**config.mk**
```make
export PLATFORM = sky130hd
export DESIGN_NAME = axi_burst_master
export DESIGN_NICKNAME = d
export VERILOG_FILES = /design/src/rtl/axi_burst_master.sv
export SDC_FILE = /design/constraint.sdc
export NUM_CORES = 1
export LEC_CHECK = 0
export ABC_AREA = 1
export CAP_MARGIN = 30
export CORE_ASPECT_RATIO = 1.2
export CORE_MARGIN = 2
export CORE_UTILIZATION = 33
export DETAILED_ROUTE_END_ITERATION = 8
export GPL_ROUTABILITY_DRIVEN = 0
export PLACE_DENSITY_LB_ADDON = 0.05
export SLEW_MARGIN = 20
export SYNTH_ARGS = -nofsm -noshare
export SYNTH_HDL_FRONTEND = slang
export SYNTH_SLANG_ARGS = --single-unit
```
**constraint.sdc**
```tcl
create_clock -name ACLK -period 2.2 [get_ports ACLK]
set_input_delay 0.44 -clock ACLK [delete_from_list [all_inputs] [get_ports ACLK]]
set_output_delay 0.44 -clock ACLK [all_outputs]
set_load 0.1 [all_outputs]
```
**src/rtl/axi_burst_master.sv**
```systemverilog
// axi_burst_master: single-outstanding AXI-style master in front of axi_memory.
// Runs one command at a time. A write command issues one incrementing AW
// burst, streams the W beats from the wr_* stream, then waits for B. A read
// command issues single-beat AR/R pairs at incrementing word addresses and
// streams the results out on rd_*.
//
// Ports:
//   ACLK, ARESETn          clock, asynchronous active-low reset
//   cmd_*                  command request (write/read, start address, beat count)
//   wr_valid/ready/data    write-data stream in
//   rd_valid/ready/data    read-data stream out
//   done                   one-cycle completion pulse
//   err                    sticky response error, cleared on next command accept
//   AW*/W*/B*/AR*/R*       AXI-style channels to the memory
//   W_EN, R_EN             memory write/read enables
module axi_burst_master #(
  parameter int unsigned ADDR_WIDTH = 5,
  parameter int unsigned DATA_WIDTH = 32,
  parameter logic [1:0]  RESP_OK    = 2'b01
) (
  input  logic                  ACLK,
  input  logic                  ARESETn,
  input  logic                  cmd_valid,
  output logic                  cmd_ready,
  input  logic                  cmd_write,
  input  logic [ADDR_WIDTH-1:0] cmd_addr,
  input  logic [7:0]            cmd_len,
  input  logic                  wr_valid,
  output logic                  wr_ready,
  input  logic [DATA_WIDTH-1:0] wr_data,
  output logic                  rd_valid,
  input  logic                  rd_ready,
  output logic [DATA_WIDTH-1:0] rd_data,
  output logic                  done,
  output logic                  err,
  output logic                  AWVALID,
  input  logic                  AWREADY,
  output logic [ADDR_WIDTH-1:0] AWADDR,
  output logic                  AWBURST,
  output logic [7:0]            AWLEN,
  output logic                  WVALID,
  input  logic                  WREADY,
  output logic [DATA_WIDTH-1:0] WDATA,
  output logic                  WLAST,
  input  logic                  BVALID,
  output logic                  BREADY,
  input  logic [1:0]            BRESP,
  output logic                  ARVALID,
  input  logic                  ARREADY,
  output logic [ADDR_WIDTH-1:0] ARADDR,
  input  logic                  RVALID,
  output logic                  RREADY,
  input  logic [DATA_WIDTH-1:0] RDATA,
  input  logic [1:0]            RRESP,
  output logic                  W_EN,
  output logic                  R_EN
);

  typedef enum logic [2:0] {
    IDLE, WR_ADDR, WR_DATA, WR_RESP, RD_ADDR, RD_DATA, DONE
  } state_t;

  state_t                  state, state_next;
  logic [ADDR_WIDTH-1:0]   addr_q;
  logic [7:0]              len_q;
  logic [7:0]              cnt_q;
  logic [7:0]              cnt_inc;
  logic                    last_beat;
  logic                    accept, w_hs, r_hs;

  // The current beat is the last one when one more beat reaches len.
  assign cnt_inc   = cnt_q + 8'd1;
  assign last_beat = (cnt_inc == len_q);

  assign accept = (state == IDLE)    && cmd_valid;
  assign w_hs   = (state == WR_DATA) && wr_valid && WREADY;
  assign r_hs   = (state == RD_DATA) && RVALID && rd_ready;

  assign AWADDR = addr_q;
  assign ARADDR = addr_q;
  assign AWLEN  = len_q;

  always_ff @(posedge ACLK or negedge ARESETn) begin
    if (!ARESETn) state <= IDLE;
    else          state <= state_next;
  end

  always_comb begin
    state_next = state;
    cmd_ready  = 1'b0;
    wr_ready   = 1'b0;
    rd_valid   = 1'b0;
    rd_data    = '0;
    WVALID     = 1'b0;
    WDATA      = '0;
    WLAST      = 1'b0;
    BREADY     = 1'b0;
    RREADY     = 1'b0;
    done       = 1'b0;
    case (state)
      IDLE: begin
        cmd_ready = 1'b1;
        if (cmd_valid) begin
          if (cmd_len == 8'd0) state_next = DONE;
          else if (cmd_write)  state_next = WR_ADDR;
          else                 state_next = RD_ADDR;
        end
      end
      WR_ADDR: if (AWREADY) state_next = WR_DATA;
      WR_DATA: begin
        WVALID   = wr_valid;
        WDATA    = wr_data;
        wr_ready = WREADY;
        WLAST    = last_beat;
        if (w_hs && last_beat) state_next = WR_RESP;
      end
      WR_RESP: begin
        BREADY = 1'b1;
        if (BVALID) state_next = DONE;
      end
      RD_ADDR: if (ARREADY) state_next = RD_DATA;
      RD_DATA: begin
        RREADY   = rd_ready;
        rd_valid = RVALID;
        rd_data  = RDATA;
        if (r_hs) state_next = last_beat ? DONE : RD_ADDR;
      end
      DONE: begin
        done       = 1'b1;
        state_next = IDLE;
      end
      default: state_next = IDLE;
    endcase
  end

  // Channel valids and enables are registered from the next state so they
  // rise on state entry and fall on the edge that completes the handshake.
  always_ff @(posedge ACLK or negedge ARESETn) begin
    if (!ARESETn) begin
      AWVALID <= 1'b0;
      AWBURST <= 1'b0;
      ARVALID <= 1'b0;
      W_EN    <= 1'b0;
      R_EN    <= 1'b0;
      addr_q  <= '0;
      len_q   <= '0;
      cnt_q   <= '0;
      err     <= 1'b0;
    end else begin
      AWVALID <= (state_next == WR_ADDR);
      AWBURST <= (state_next == WR_ADDR);
      ARVALID <= (state_next == RD_ADDR);
      W_EN    <= (state_next inside {WR_ADDR, WR_DATA, WR_RESP});
      R_EN    <= (state_next inside {RD_ADDR, RD_DATA});
      if (accept) begin
        addr_q <= cmd_addr;
        len_q  <= cmd_len;
        cnt_q  <= '0;
        err    <= 1'b0;
      end
      if (w_hs) cnt_q <= last_beat ? 8'd0 : cnt_inc;
      if ((state == WR_RESP) && BVALID && (BRESP != RESP_OK)) err <= 1'b1;
      if (r_hs) begin
        if (RRESP != RESP_OK) err <= 1'b1;
        addr_q <= addr_q + ADDR_WIDTH'(1);
        cnt_q  <= last_beat ? 8'd0 : cnt_inc;
      end
    end
  end

endmodule
```
==> results by group <==
Floorplanning
  – FP Rows: 33
  – I/O pins: 188
  – Core area: 6770 um^2
  – Initial core utilization: 33.9%
  – Die height: 95.3 um
  – Die width: 80.1 um
  – Die ar.: 7630 um^2

STA
  – Hold Fails Final Rpt: 0
  – Clk_skew: 0.00742 ns
  – RSZ-0062 raised after global routing: true
  – Final setup margin: -0.222 ns
  – Setup total negative slack: -0.222 ns
  – Relative slew slack: 74.3%
  – Final Critical Period: 2.42 ns
  – F_max: 413 MHz
  – Final setup vio count: 1
  – Slew @ Worst Pin: 0.386 ns
  – Fin crit share: 110%
  – Max-slew violations: 0

CTS
  – CTS tree: done
  – H-tree levels: 2
  – Clk_lat worst skew: 0.28 ns
  – Worst-path clk slew: 0.06 ns
  – Clock root cell: clkbuf_8
  – TritonCTS buffer count: 5
  – CTS sink count: 29
  – CTS Buffer Depth: 2
  – Hold buffer count at CTS: 0

Pwr
  – PwrDens: 1390 nW/um^2
  – Clock power frac: 6.5%
  – Sw Ratio: 63.5%
  – Combinational fraction of design power: 80.6%
  – Sw Pwr: 4.73 mW
  – Int Pwr: 2.71 mW
  – Leak pwr: 2.57 nW
  – Flop pwr share: 12.9%
  – Worst vdd ir: 1.06 mV

Yosys
  – Ys async rst share: 100%
  – Synth top area share: 31.7%
  – Most used DFF post-synth: dfrtp_1
  – Syn avg cell area: 6.03 um^2
  – Area leader, netlist: dfrtp_1
  – Post-synthesis net count: 474
  – Distinct cells, synth: 27
  – Mapped Area: 2290 um^2
  – Yosys Warn Count: 0
  – Synth top area cells: dfrtp_1, inv_1, nor2_1
  – Count of flip-flops with a built-in enable after synthesis: 0
  – Syn Inst Count: 380
  – Seq cells post-synth: 29
  – Seq/Total Area, Yosys: 31.7%

Setup path
  – Worst Setup Path Type: reg -> out
  – Critical Path AT: 1.98 ns
  – Startpoint types: register
  – R2r startpoint: cnt_q[1]
  – CP endpoint kind: output port
  – Crit Path Max Fanout: 4
  – Critical Path Source: cnt_q[1]
  – Worst endpoint required time: 1.76 ns

Routing
  – Initial drt markers: 78
  – Router iterations before antenna repair: 4
  – Final WL: 10.4 mm
  – Routed len/inst: 15.8 um
  – Vias per inst: 4.56
  – Number of remaining DRC errors: 0
  – Detail Route Antenna Nets: 0
  – Vias post-DR: 3016

Run status
  – Outcome: finished with violations
  – Failing checks: negative setup slack

Finish
  – Post-layout util: 79.2%
  – NumNets Final: 667
  – Share of layout cells above drive strength 1: 37.1%
  – Area Overhead vs Synth: 134%
  – # diodes: 0
  – FILL cells: 454

Global routing
  – First-pass GRT wire length: 15.1 mm
  – Antenna violations before repair: 0
  – Global route total overflow: 0
  – Largest net degree at the start of global routing: 34
  – Vias in the first global route: 3064
  – GRT Overall Usage: 26.1%

Worst hold path
  – Hold Path Class: reg -> reg
  – Hold Crit Start: err

Placement
  – Port bufs: 187
  – Detailed Place HPWL: 8.26 mm

Run
  – MaxCap Viol Count: 0
[final timing paths]
check | slack (ns) | depth (start not counted) | endpoint
min in group asynchronous | 0.55 | 2 | AWLEN[0]
hold / removal | 0.52 | 2 | err
max in group asynchronous | 1.33 | 2 | cnt_q[3]
setup reg to reg | 0.29 | 11 | cnt_q[0]
setup / recovery | -0.22 | 10 | WLAST
hold reg to reg | 0.52 | 2 | err
[critical path, cell delays in order (launching register included)]
cell     delay, ns
dfrtp_1       0.36
ha_2          0.20
buf_6         0.12
nand3_4       0.11
o21ai_4       0.20
and2_4        0.18
nor2_2        0.04
nor2_4        0.14
nand2_4       0.07
nor2_4        0.10
buf_12        0.18
[stage by stage]
step | hold WS [ns] | power (mW) | instance area, um^2 | setup WS, ns | instances
6_report | 0.515 | 7.44 | 5370 | -0.222 | 661
5_1_grt | 0.538 | 7.72 | 5370 | -0.317 | 661
4_1_cts | 0.512 | 7.32 | 5140 | -0.211 | 658
3_5_place_dp | 0.492 | 6.77 | 4980 | 0.0283 | 647
3_3_place_gp | 0.492 | 6.71 | 4980 | 0.113 | 647
2_1_floorplan | 0.144 | 4.97 | 2350 | -0.458 | 380
[cells in the mapped netlist (3+ instances only)]
master / n
a21oi_1: 3
buf_4: 7
clkbuf_1: 7
dfrtp_1: 29
inv_1: 98
inv_2: 4
nand2_1: 57
nand2_2: 9
nand3_1: 24
nand4_1: 4
nor2_1: 91
nor2_2: 6
nor2_4: 5
o21ai_0: 10
o21ai_1: 7
o22ai_1: 3
xor2_1: 3
[cells in the final DEF (no fill, tap or decap), types with 2 or more instances in the layout]
cell	instances
inv_1	97
clkdlybuf4s50_1	91
buf_12	73
nand2_1	53
nor2_2	44
nor2_1	38
buf_4	34
dfrtp_1	27
nand3_1	20
nor2_4	20
nand2_2	12
o21ai_0	10
clkbuf_8	7
o21ai_1	6
inv_2	5
nand3_2	5
nand4_1	4
xor2_1	3
a21oi_1	3
o22ai_1	3
xnor2_1	2
buf_6	2
dfrtp_2	2
[area by class of cell]
class                   instances  area (um^2)  share of cell area (%)
flip-flops and latches         29          728                    13.6
clock inverters                 1         5.00                  0.0933
clock buffers                   7         96.3                    1.80
inverters                     102          383                    7.14
multi-input cells             234         1370                    25.5
well taps                      87          109                    2.03
repair buffers                201         2680                    49.9
[state kept, by name, indices dropped and copies added, names as in the netlist]
name	cells
ARADDR	5
ARVALID	1
AWBURST	1
AWLEN	8
R_EN	1
W_EN	1
cnt_q	8
err	1
state	3
[cells by family (layout without fill, tap and decap cells)]
logic type               after synthesis  after routing  share of synthesized area (%)
AND/OR/NAND/NOR                      201            201                           38.8
buffers and inverters                117            311                           20.4
flip-flops                            29             29                           31.7
AO/OA/AOI/OAI                         26             26                           6.22
XOR/XNOR                               5              5                           1.91
adder cells (fa/ha/maj)                2              2                           1.09
[power by group through the flow]
stage | combinational [mW] | sequential (mW) | clock, mW
floorplan | 2.94 | 2.03 | 0
global placement | 5.77 | 0.942 | 0
detailed placement | 5.82 | 0.951 | 0
CTS | 5.88 | 0.951 | 0.489
global route | 6.22 | 0.983 | 0.509
finish | 6.00 | 0.962 | 0.481
[routing by layer]
metal	wire, um	up-vias	global-route usage [%]
met3	994	12	10.7
met5	0	-	0
met4	169	0	8.47
met1	3490	1384	26.7
li1	-	1488	-
met2	5780	132	47.9
[timing repair]
item,CTS,global route
pin swaps,9,7
setup endpoints to repair,1,34
buffers inserted,3,1
gates resized for setup,9,57
cloned,0,2
(Power assumes the default switching activity.)
